==> src/rtl/mac_pkg.sv <==
// Shared encodings for the MAC command interface: command codes, sequencer
// state encodings and a counter-width helper.
package mac_pkg;

  localparam logic [1:0] CMD_NOP = 2'b00;
  localparam logic [1:0] CMD_MAC = 2'b01;
  localparam logic [1:0] CMD_CLR = 2'b10;
  localparam logic [1:0] CMD_RD  = 2'b11;

  localparam logic [2:0] ST_IDLE  = 3'd0;
  localparam logic [2:0] ST_CLEAR = 3'd1;
  localparam logic [2:0] ST_RUN   = 3'd2;
  localparam logic [2:0] ST_FLUSH = 3'd3;
  localparam logic [2:0] ST_FIN   = 3'd4;

  typedef logic [1:0] cmd_t;

  function automatic int cnt_width(input int max_val);
    return $clog2(max_val + 1);
  endfunction

endpackage

==> src/rtl/mac_cmd_sequencer_if.sv <==
// Job/operand/command bundle between the sequencer (master) and the
// job requester, operand source and MAC control FSM (slave).
interface mac_cmd_sequencer_if #(parameter int LEN_W = 8);

  logic             start;
  logic [LEN_W-1:0] len;
  logic             op_valid;
  logic             op_ready;
  logic [1:0]       cmd;
  logic             busy;
  logic             done;
  logic             err;

  modport master (
    input  start, len, op_valid,
    output op_ready, cmd, busy, done, err
  );

  modport slave (
    output start, len, op_valid,
    input  op_ready, cmd, busy, done, err
  );

endinterface

==> src/rtl/mac_seq_counter.sv <==
// Up-counter with synchronous clear, enable and an equality terminal-compare
// flag; used for both the element counter and the stall counter.
module mac_seq_counter #(
  parameter int W = 8
) (
  input  logic         clk,
  input  logic         rst,
  input  logic         clr,
  input  logic         en,
  input  logic [W-1:0] tc_val,
  output logic         tc
);

  logic [W-1:0] cnt;

  always_ff @(posedge clk) begin
    if (rst)       cnt <= '0;
    else if (clr)  cnt <= '0;
    else if (en)   cnt <= cnt + W'(1);
  end

  assign tc = (cnt == tc_val);

endmodule

==> src/rtl/mac_cmd_sequencer.sv <==
// Dot-product command sequencer: CLR, one MAC per operand transfer, RD, DONE.
// Define MAC_SEQ_STALL_TIMEOUT_EN to abort a job after TIMEOUT stall cycles.
//
//   state | meaning
//   IDLE  | waiting for START, latches LEN
//   CLEAR | one cycle of CMD=CLR
//   RUN   | OP_READY high, CMD=MAC on each transfer
//   FLUSH | one cycle of CMD=RD
//   FIN   | one-cycle DONE pulse (with ERR on stall abort)
module mac_cmd_sequencer
  import mac_pkg::*;
#(
  parameter int LEN_W   = 8,
  parameter int TIMEOUT = 16
) (
  input  logic                 clk,
  input  logic                 rst,
  mac_cmd_sequencer_if.master  bus
);

  if (TIMEOUT < 1 || LEN_W < 1) begin : g_param_check
    $error("mac_cmd_sequencer: TIMEOUT and LEN_W must be at least 1");
  end

  logic [2:0]       state;
  logic [2:0]       state_nxt;
  logic [LEN_W-1:0] len_q;
  logic             xfer;
  logic             cnt_tc;
  logic             last;
  logic             stall_hit;
  cmd_t             cmd;

  assign xfer = (state == ST_RUN) && bus.op_valid;
  // Compare against len_q-1 so the final transfer is seen before count wraps.
  assign last = xfer && cnt_tc;

  mac_seq_counter #(.W(LEN_W)) u_elem_cnt (
    .clk    (clk),
    .rst    (rst),
    .clr    (state == ST_IDLE),
    .en     (xfer),
    .tc_val (len_q - LEN_W'(1)),
    .tc     (cnt_tc)
  );

`ifdef MAC_SEQ_STALL_TIMEOUT_EN
  localparam int SW = cnt_width(TIMEOUT);

  logic stall_en;
  logic stall_tc;
  logic err_q;

  assign stall_en  = (state == ST_RUN) && !bus.op_valid;
  assign stall_hit = stall_en && stall_tc;

  mac_seq_counter #(.W(SW)) u_stall_cnt (
    .clk    (clk),
    .rst    (rst),
    .clr    (!stall_en),
    .en     (stall_en),
    .tc_val (SW'(TIMEOUT - 1)),
    .tc     (stall_tc)
  );

  // Abort edge leads straight into FIN, so this flag lines up with that cycle.
  always_ff @(posedge clk) begin
    if (rst) err_q <= 1'b0;
    else     err_q <= stall_hit;
  end

  assign bus.err = err_q;
`else
  assign stall_hit = 1'b0;
  assign bus.err   = 1'b0;
`endif

  always_comb begin
    state_nxt = state;
    unique case (state)
      ST_IDLE:  if (bus.start) state_nxt = ST_CLEAR;
      ST_CLEAR: state_nxt = (len_q != '0) ? ST_RUN : ST_FLUSH;
      ST_RUN: begin
        if (last)           state_nxt = ST_FLUSH;
        else if (stall_hit) state_nxt = ST_FIN;
      end
      ST_FLUSH: state_nxt = ST_FIN;
      ST_FIN:   state_nxt = ST_IDLE;
      default:  state_nxt = ST_IDLE;
    endcase
  end

  always_ff @(posedge clk) begin
    if (rst) begin
      state <= ST_IDLE;
      len_q <= '0;
    end else begin
      state <= state_nxt;
      if (state == ST_IDLE && bus.start) len_q <= bus.len;
    end
  end

  always_comb begin
    cmd = CMD_NOP;
    unique case (state)
      ST_CLEAR: cmd = CMD_CLR;
      ST_RUN:   cmd = bus.op_valid ? CMD_MAC : CMD_NOP;
      ST_FLUSH: cmd = CMD_RD;
      default:  cmd = CMD_NOP;
    endcase
  end

  assign bus.cmd      = cmd;
  assign bus.op_ready = (state == ST_RUN);
  assign bus.busy     = (state != ST_IDLE);
  assign bus.done     = (state == ST_FIN);

endmodule

==> src/flat_wrapper.sv <==
// flat-port wrapper written by rule: the top's interface ports become plain ports
module mac_cmd_sequencer_flat import mac_pkg::*;
#(
  parameter int LEN_W   = 8,
  parameter int TIMEOUT = 16
)
  (clk, rst, bus_start, bus_len, bus_op_valid, bus_op_ready, bus_cmd, bus_busy, bus_done, bus_err);
  mac_cmd_sequencer_if #(.LEN_W(LEN_W)) bus_i ();
  input  logic clk;
  input  logic rst;
  input wire logic [$bits(bus_i.start)-1:0] bus_start;
  input wire logic [$bits(bus_i.len)-1:0] bus_len;
  input wire logic [$bits(bus_i.op_valid)-1:0] bus_op_valid;
  output wire logic [$bits(bus_i.op_ready)-1:0] bus_op_ready;
  output wire logic [$bits(bus_i.cmd)-1:0] bus_cmd;
  output wire logic [$bits(bus_i.busy)-1:0] bus_busy;
  output wire logic [$bits(bus_i.done)-1:0] bus_done;
  output wire logic [$bits(bus_i.err)-1:0] bus_err;
  assign bus_i.start = bus_start;
  assign bus_i.len = bus_len;
  assign bus_i.op_valid = bus_op_valid;
  assign bus_op_ready = bus_i.op_ready;
  assign bus_cmd = bus_i.cmd;
  assign bus_busy = bus_i.busy;
  assign bus_done = bus_i.done;
  assign bus_err = bus_i.err;
  mac_cmd_sequencer #(.LEN_W(LEN_W), .TIMEOUT(TIMEOUT)) u_core (.clk(clk), .rst(rst), .bus(bus_i));
endmodule
==> config.mk <==
export PLATFORM = sky130hd
export DESIGN_NAME = mac_cmd_sequencer_flat
export DESIGN_NICKNAME = d
export VERILOG_FILES = /design/src/rtl/mac_pkg.sv /design/src/rtl/mac_cmd_sequencer_if.sv /design/src/rtl/mac_seq_counter.sv /design/src/rtl/mac_cmd_sequencer.sv /design/src/flat_wrapper.sv
export SDC_FILE = /design/constraint.sdc
export NUM_CORES = 1
export LEC_CHECK = 0
export BUFFER_PORTS_ARGS = -buffer_cell sky130_fd_sc_hd__buf_2
export CELL_PAD_IN_SITES_DETAIL_PLACEMENT = 0
export CELL_PAD_IN_SITES_GLOBAL_PLACEMENT = 1
export CORE_MARGIN = 2
export CORE_UTILIZATION = 42
export DETAILED_ROUTE_END_ITERATION = 7
export GPL_ROUTABILITY_DRIVEN = 0
export MAX_ROUTING_LAYER = met4
export PLACE_DENSITY_LB_ADDON = 0.1
export SLEW_MARGIN = 10
export SYNTH_ARGS = -nofsm -noshare
export SYNTH_HDL_FRONTEND = slang
export SYNTH_SLANG_ARGS = --single-unit
==> constraint.sdc <==
create_clock -name clk -period 3 [get_ports clk]
set_clock_uncertainty 0.2 [all_clocks]
set_input_delay 0.15 -clock clk [delete_from_list [all_inputs] [get_ports clk]]
set_output_delay 0.15 -clock clk [all_outputs]
set_load 0.02 [all_outputs]
### Word-level counts from Yosys, hierarchy flattened

Cells that the tools add are included.

* multiply operators: 0
* $add $sub $neg: 2
* equality and inequality tests: 7
* reductions and logical operators: 8
* shift operators: 0
* div/mod/pow operators: 0
* mux-type cells: 6
* magnitude comparators: 0
* bitwise gates (word level): 0

Operators by type and width (number)
* 3-bit case mux with 4 select lines: 1
* 8-bit by 1-bit adder with 8-bit output, second input constant: 1
* 8-bit equality test: 1
* 8-bit nonzero test: 1
* 8-bit by 1-bit subtractor with 8-bit output, second input constant: 1
* 3-bit by 2-bit equality test with 1-bit output, second input constant: 2
* 3-bit two-way mux: 2
* 2-bit case mux with 3 select lines: 1
* 3-bit by 1-bit equality test with 1-bit output, second input constant: 1
* 3-bit equality test, second input constant: 1
* 1-bit logical AND: 3
* 3-bit logical NOT: 1
* 3-bit nonzero test: 1
* 1-bit two-way mux: 2
* 2-bit by 1-bit != test with 1-bit output, second input constant: 1
* 2-bit != test, second input constant: 1
* 2-bit AND reduction: 1
* 2-bit OR reduction: 1

* latch bits: 0
* output and inout port bits: 6
* flip-flop bits (word level): 19
* memories kept: 0
* ROM bits: 0
* memory bits (writable): 0

### Depth between registers and ports, before layout

Gate-level depths: netlist (run 1).

* depth after elaboration: 5
* depth in mapped cells: 7
* depth with buffers taken out: 7

### By module

Synthesis (run 1) repeated with hierarchy kept, for this count alone.

* cells, all modules: 132
* area total of the unflattened synthesis: 1094.8 um^2

By module, submodules not included
* mac_cmd_sequencer: cells each 82, sequential area each 220.2 um^2, instances 1, area each 661.9 um^2
* mac_seq_counter: cells each 50, sequential area each 160.2 um^2, instances 1, area each 432.9 um^2

### Least setup slack after synthesis (run 1)

Ideal clock, no wire load.

* path kind: register to register
* start: register u_core.len_q[0]
* end: register u_core.state[0]
* data arrival time: 1.627 ns
* period minus slack after synthesis: 1.897 ns
* setup slack: 1.103 ns
* library setup time: 0.070 ns
* required time: 2.730 ns
* cell stages (with the launch flop): 6
* cell sequence: dfxtp_1 > or4_1 > or3_1 > a211oi_2 > o2111ai_1 > a21oi_1

* word-level cells in the longest chain between the ends: 5
* elaborated cells between the ends (all ways): 8

Ends and longest elaborated chain
* start: declaration: RTL line mac_cmd_sequencer.sv:27 `logic [LEN_W-1:0] len_q;`
* start signal: assignment: RTL line mac_cmd_sequencer.sv:99 `if (state == ST_IDLE && bus.start) len_q <= bus.len;`
* 8-bit by 1-bit subtractor with 8-bit output: RTL line mac_cmd_sequencer.sv:43 `.tc_val (len_q - LEN_W'(1)),`
* 8-bit equality test: RTL line mac_seq_counter.sv:22 `assign tc = (cnt == tc_val);`
* 1-bit logical AND: RTL line mac_cmd_sequencer.sv:36 `assign last = xfer && cnt_tc;`
* 2-bit by 1-bit != test with 1-bit output (no line)
* 2-bit AND reduction (no line)
* end signal: assignment: RTL line mac_cmd_sequencer.sv:98 `state <= state_nxt;`
* end: declaration: RTL line mac_cmd_sequencer.sv:25 `logic [2:0] state;`

Parallel ways exist; a longest one is shown, timed or not.
A chain may end at the register's enable or synchronous reset.

### Worst setup path after layout (run 1)

* start: register u_core.state[0]
* end: register u_core.len_q[1]

* word-level cells in the longest chain between the ends: 2

Ends and longest elaborated chain (RTL line)
* 3-bit logical NOT: mac_cmd_sequencer.sv:99
* 1-bit logical AND: mac_cmd_sequencer.sv:99

Every way passes these cells.

==> impl_metrics.csv, run 1 <==
group,metric,value,unit
critical_path,crit_arrival,2.24,ns
clock_tree,cts_resized,0,
clock_tree,ctsHoldBuffers,17,
routing,drt-pass1-iter-count,4,
status,status,"finished with violations",
cells_and_area,diodes,0,
routing,drtIter0Drc,9,
routing,ant_nets,0,
cells_and_area,drive_gt1_frac,0.138,
pwr,combPwrFrac,0.459,
logic_synthesis,ys_seq_area_frac,0.369,
worst_hold_path,hp-class,"in -> reg",
logic_synthesis,yosysTopAreaCell,"dfxtp_1",
clock_tree,root_buffer,"clkbuf_4",
critical_path,worstSetupPathType,"reg -> reg",
floorplanning,dieWidth,53.5,um
cells_and_area,syn2layout_area_growth,27.6,%
sta,tns,0,ns
global_routing,antenna_found_initial,0,
sta,timing.fmax,456,MHz
pwr,netSwitchingFraction,0.403,
logic_synthesis,syn_area_per_cell,7.98,sq um
place,io_buffers,16,
global_routing,grt_pass1_vias,892,
sta,holdWs,-0.00265,ns
floorplanning,die_h,53.5,um
critical_path,rr_startpoint,"u_core.state[0]",
sta,setup_viol,0,
status,violations,"negative hold slack",
critical_path,worst-path-max-fanout,10,
routing,vias,945,
clock_tree,clk_pin_slew,0.10,ns
critical_path,critPathLaunch,"u_core.state[0]",
clock_tree,cts_setup_buffers,0,
logic_synthesis,yosysUniqueCellTypes,31,
place,place_ws,1.01,ns
critical_path,r2r-end,"u_core.len_q[1]",
pwr,pwr-share-clk,0.143,
worst_hold_path,hold_start,"bus_start",
sta,slew_violations,0,
cells_and_area,final_cell_mix,"nand2_1 (20), dfxtp_1 (19), dlygate4sd3_1 (17), buf_2 (16), nor2_1 (14)",
global_routing,grt_first_pass_wirelength,3770,um
logic_synthesis,syn_inst,129,
logic_synthesis,synth_nets,144,
clock_tree,cts.sinks,19,
logic_synthesis,yosys.area.top_type_share,0.369,
pwr,p_leak,0.574,nW
cells_and_area,fin_nets,175,
clock_tree,insertion_delay,0.29,ns
critical_path,rrSetupSlack,0.81,ns
clock_tree,cts_tree,"yes",
global_routing,grt_remaining_overflow,0,
pwr,vdd_drop_max,0.438,mV
logic_synthesis,synth_area,0.00103,sq mm
critical_path,crit_required,3.04,ns
routing,wl,2310,um
sta,period_share,0.732,
pwr,power,0.000893,W
clock_tree,numCtsBuffers,3,
routing,wl_per_cell,12.4,um
worst_hold_path,min_delay_path_depth,3,
place,dp_hpwl,1590,um
pwr,power-per-cell-area,680,mW/mm^2
sta,setup_slack,0.805,ns
floorplanning,core,0.00225,sq mm
cells_and_area,final_common_cell,"nand2_1",
floorplanning,num_rows,17,
critical_path,reg2reg_depth,5,
global_routing,grt_max_degree,12,
pwr,switching_power,0.000360,W
run,maxCapViolCount,0,
logic_synthesis,ys_top_cells_by_area,"dfxtp_1 (37%), xor2_1 (9.4%), nand2_1 (7.3%)",
sta,fin_crit,2.19,ns
critical_path,endpoint_kind,"register",
global_routing,track_usage,0.189,
pwr,p_int,0.000533,W
clock_tree,htree_levels,1,
routing,remaining_drc_errors,0,
logic_synthesis,yosys_warnings,0,
floorplanning,die-area,0.00286,sq mm
logic_synthesis,synth-seq-cells,19,
sta,hold_viol,1,
routing,drt-vias-per-instance,5.05,
sta,rsz0062_at_grt,"false",
floorplanning,io_pins,18,
critical_path,startpoint_type,"register",
clock_tree,cts_buffer_depth,2,
floorplanning,initial_core_util,0.457,
worst_hold_path,worst_hold_path.endpoint,"u_core.state[0]",
pwr,pwr-share-seq,0.398,
==> worst max-delay path by stage <==
| stage | endpoint | slack, ns | cells past startpoint |
|---|---|---|---|
| 2_1_floorplan | u_core.state[0] | 1.10 | 5 |
| 3_3_place_gp | u_core.state[0] | 1.05 | 5 |
| 3_5_place_dp | u_core.state[0] | 1.01 | 5 |
| 4_1_cts | u_core.len_q[4] | 0.82 | 5 |
| 5_1_grt | u_core.len_q[2] | 0.59 | 5 |
| 6_report | u_core.len_q[1] | 0.81 | 5 |
==> synth_stat cells, drive strengths merged <==
library cell and instances:
nand2 20, dfxtp 19, nor2 14, xor2 11, a21oi 9, xnor2 8
clkbuf 6, inv 4, nand4 4, nor3 4, and3 3, ha 3
nand3 3, nor3b 3, buf 2, or4 2, a211oi 1, a221oi 1
and2 1, conb 1, mux2i 1, nor2b 1, nor4 1, nor4bb 1
o2111ai 1, o21ai 1, o311ai 1, o31ai 1, or2 1, or3 1
==> state kept, by name, indices dropped and copies added (netlist names) <==
| name | count |
|---|---|
| u_core.len_q | 8 |
| u_core.state | 3 |
| u_core.u_elem_cnt.cnt | 8 |
==> kinds of logic after synthesis <==
group	synth area share
flip-flops	0.369
XOR/XNOR	0.162
AND/OR/NAND/NOR	0.277
buffers and inverters	0.0486
adder cells (fa/ha/maj)	0.0365
AO/OA/AOI/OAI	0.0936
multiplexers	0.00972
other	0.00364
==> routing by layer <==
layer / up-vias / part of all wire / global-route usage
met5: - / 0 / -
met4: 0 / 0.015 / 0.0513
met3: 4 / 0.047 / 0.0621
met2: 23 / 0.45 / 0.311
met1: 424 / 0.49 / 0.220
li1: 494 / - / -
==> per-stage QoR <==
| stage | cell area [sq um] | instances | util | hold slack, ns |
|---|---|---|---|---|
| 2_1_floorplan | 1030 | 129 | - | 0.0860 |
| 3_3_place_gp | 1120 | 166 | 0.496 | 0.190 |
| 3_5_place_dp | 1120 | 166 | 0.496 | 0.198 |
| 4_1_cts | 1310 | 187 | 0.583 | 0.00917 |
| 5_1_grt | 1310 | 187 | 0.583 | 0.0321 |
| 6_report | 1310 | 187 | 0.583 | -0.00265 |
==> worst max-delay path, stage by stage (launching register included) <==
cell and delay [ns]:
dfxtp_1 0.42, nor3_1 0.36, and2_1 0.38, nand2_1 0.09, a21oi_1 0.14, dlygate4sd3_1 0.56
==> power by group through the flow <==
stage	registers (W)	logic [W]	clock network, W
2_1_floorplan	0.000322	0.000326	0
3_3_place_gp	0.000359	0.000371	0
3_5_place_dp	0.000362	0.000369	0
4_1_cts	0.000355	0.000410	0.000136
5_1_grt	0.000365	0.000463	0.000146
6_report	0.000355	0.000410	0.000128
==> cell type report <==
cell class	count	area (sq um)
fill	224	941
multi-input combinational	98	599
sequential	19	380
timing repair buffer	34	258
tap	28	35.0
clock buffer	4	26.3
inverter	4	15.0
No activity file was read; power rests on OpenSTA's default activity.
==> run 2, diff against run 1 <==
--- a/config.mk
+++ b/config.mk
@@ -9,7 +9,7 @@
 export CELL_PAD_IN_SITES_DETAIL_PLACEMENT = 0
 export CELL_PAD_IN_SITES_GLOBAL_PLACEMENT = 1
 export CORE_MARGIN = 2
-export CORE_UTILIZATION = 42
+export CORE_UTILIZATION = 35
 export DETAILED_ROUTE_END_ITERATION = 7
 export GPL_ROUTABILITY_DRIVEN = 0
 export MAX_ROUTING_LAYER = met4
==> constraint.sdc (replaced) <==
create_clock -name clk -period 1.82 [get_ports clk]
set_clock_uncertainty 0.2 [all_clocks]
set_input_delay 0.091 -clock clk [delete_from_list [all_inputs] [get_ports clk]]
set_output_delay 0.091 -clock clk [all_outputs]
set_load 0.02 [all_outputs]
==> run 2 against run 1 <==
Net effect:
- the flow finishes with violations (negative setup slack)
- register-to-register slack got worse by 0.93 ns
- fmax increased by 13%
- count of clock-buffer cells in the layout decreased by 1
- sequential share of layout area decreased by 0.65 points
- clock power increased by 67%
- sequential power increased by 50%
- sequential cell count unchanged
- design area increased by 3.0%
- global-route usage decreased by 3.0 points
- via count increased by 2.6%
==> impl_metrics.csv, run 2 (synthesis results as in run 1) <==
group,metric,value,unit
status,status,"finished with violations",
status,violations,"negative setup slack",
floorplanning,die_h,58.2,um
clock_tree,cts_buffer_depth,2,
floorplanning,num_rows,19,
clock_tree,htree_levels,1,
sta,timing.fmax,515,MHz
global_routing,grt_max_degree,12,
run,maxCapViolCount,0,
routing,drtIter0Drc,26,
routing,vias,970,
sta,period_share,1.07,
pwr,vdd_drop_max,0.781,mV
routing,top_layer,"met4",
routing,remaining_drc_errors,0,
sta,setup_slack,-0.123,ns
clock_tree,cts_setup_buffers,0,
floorplanning,dieWidth,58.2,um
clock_tree,root_buffer,"clkbuf_4",
critical_path,worst-path-max-fanout,2,
clock_tree,numCtsBuffers,3,
cells_and_area,diodes,0,
sta,setup_viol,1,
clock_tree,cts_tree,"yes",
place,place_ws,-0.105,ns
cells_and_area,largestRegisters,"u_core.len_q (8), u_core.u_elem_cnt.cnt (8), u_core.state (3)",
place,io_buffers,16,
routing,wl_met1,1060,um
critical_path,worstSetupPathType,"reg -> reg",
routing,wl,2220,um
clock_tree,insertion_delay,0.30,ns
global_routing,grt_first_pass_wirelength,3960,um
floorplanning,die-area,0.00339,sq mm
cells_and_area,fin_nets,178,
clock_tree,cts.sinks,19,
routing,wl_per_cell,11.5,um
sta,slew_violations,0,
pwr,power-per-cell-area,1160,mW/mm^2
cells_and_area,final_common_cell,"nand2_1",
cells_and_area,drive_gt1_frac,0.247,
global_routing,grt_remaining_overflow,0,
critical_path,crit_arrival,1.99,ns
global_routing,antenna_found_initial,0,
place,dp_hpwl,1730,um
cells_and_area,nFillCells,297,
critical_path,startpoint_type,"register",
cells_and_area,final_util,0.486,
sta,hold_viol,0,
global_routing,track_usage,0.159,
pwr,p_leak,0.584,nW
sta,rsz0062_at_grt,"true",
floorplanning,initial_core_util,0.370,
routing,route.met3.wl,63,um
sta,fin_crit,1.94,ns
worst_hold_path,hp-class,"in -> reg",
global_routing,grt_pass1_vias,912,
floorplanning,io_pins,18,
clock_tree,clk_pin_slew,0.12,ns
routing,drt-vias-per-instance,5.03,
floorplanning,core,0.00278,sq mm
critical_path,endpoint_kind,"register",
cells_and_area,syn2layout_area_growth,31.3,%
critical_path,crit_required,1.86,ns
cells_and_area,final_cell_mix,"nand2_1 (20), dfxtp_1 (17), buf_2 (16), nor2_1 (14)",
routing,met2_length,1060,um
routing,ant_nets,0,
routing,drt-pass1-iter-count,3,
run 2: cell count changes in the layout (fill, tap and decap cells not counted), sizes merged:
cell         delta
buf            +10
clkbuf          -1
clkinv          +1
dlygate4sd3     -7
run 2: layer usage:
metal,GRT usage,vias to the layer above
met5,-,-
met4,0.0698,0
met3,0.0201,5
met2,0.263,15
met1,0.194,451
li1,-,499
run 2: report_power, final:
group	switching (W)	total, W	internal [W]
Clock	0.000132	0.000214	0.0000818
Combinational	0.000438	0.000819	0.000381
Sequential	0.0000510	0.000531	0.000480
Total	0.000621	0.00156	0.000943
run 2: metrics by stage:
stage	cells	power [W]	hold WS, ns	TNS, ns	cell area (sq um)
2_1_floorplan	129	0.00107	0.0194	-0.0316	1030
5_1_grt	193	0.00170	0.223	-0.245	1350
4_1_cts	193	0.00157	0.166	-0.118	1330
3_3_place_gp	179	0.00132	0.133	-0.0645	1200
6_report	193	0.00156	0.213	-0.123	1350
3_5_place_dp	179	0.00132	0.138	-0.105	1200
run 2: critical path: stages (launching register included):
cell and delay [ns]:
dfxtp_2 0.34, or4_4 0.53, or3_4 0.38, a211oi_2 0.20
o2111ai_2 0.12, a21oi_1 0.13
run 2: layout make-up:
type / instances / area, sq um / area share
clock inverter: 1 / 5.00 / 0.00370
tap: 31 / 38.8 / 0.0287
sequential: 19 / 383 / 0.283
timing repair buffer: 37 / 263 / 0.194
inverter: 4 / 15.0 / 0.0111
multi-input combinational: 98 / 626 / 0.463
clock buffer: 3 / 22.5 / 0.0167
run 2: timing repair:
item	CTS	global route
pin swaps	0	0
gates resized for setup	1	4
endpoints found under the setup margin	1	4
hold buffers	10	0
endpoints found under the hold margin	10	0
run 2: final timing paths:
path	startpoint	end	slack (ns)	cells after the start
max	u_core.len_q[1]	u_core.state[0]	-0.12	5
min reg2reg	u_core.len_q[5]	u_core.len_q[5]	0.30	2
max reg2reg	u_core.len_q[1]	u_core.state[0]	-0.12	5
min	bus_op_valid	u_core.u_elem_cnt.cnt[0]	0.21	5
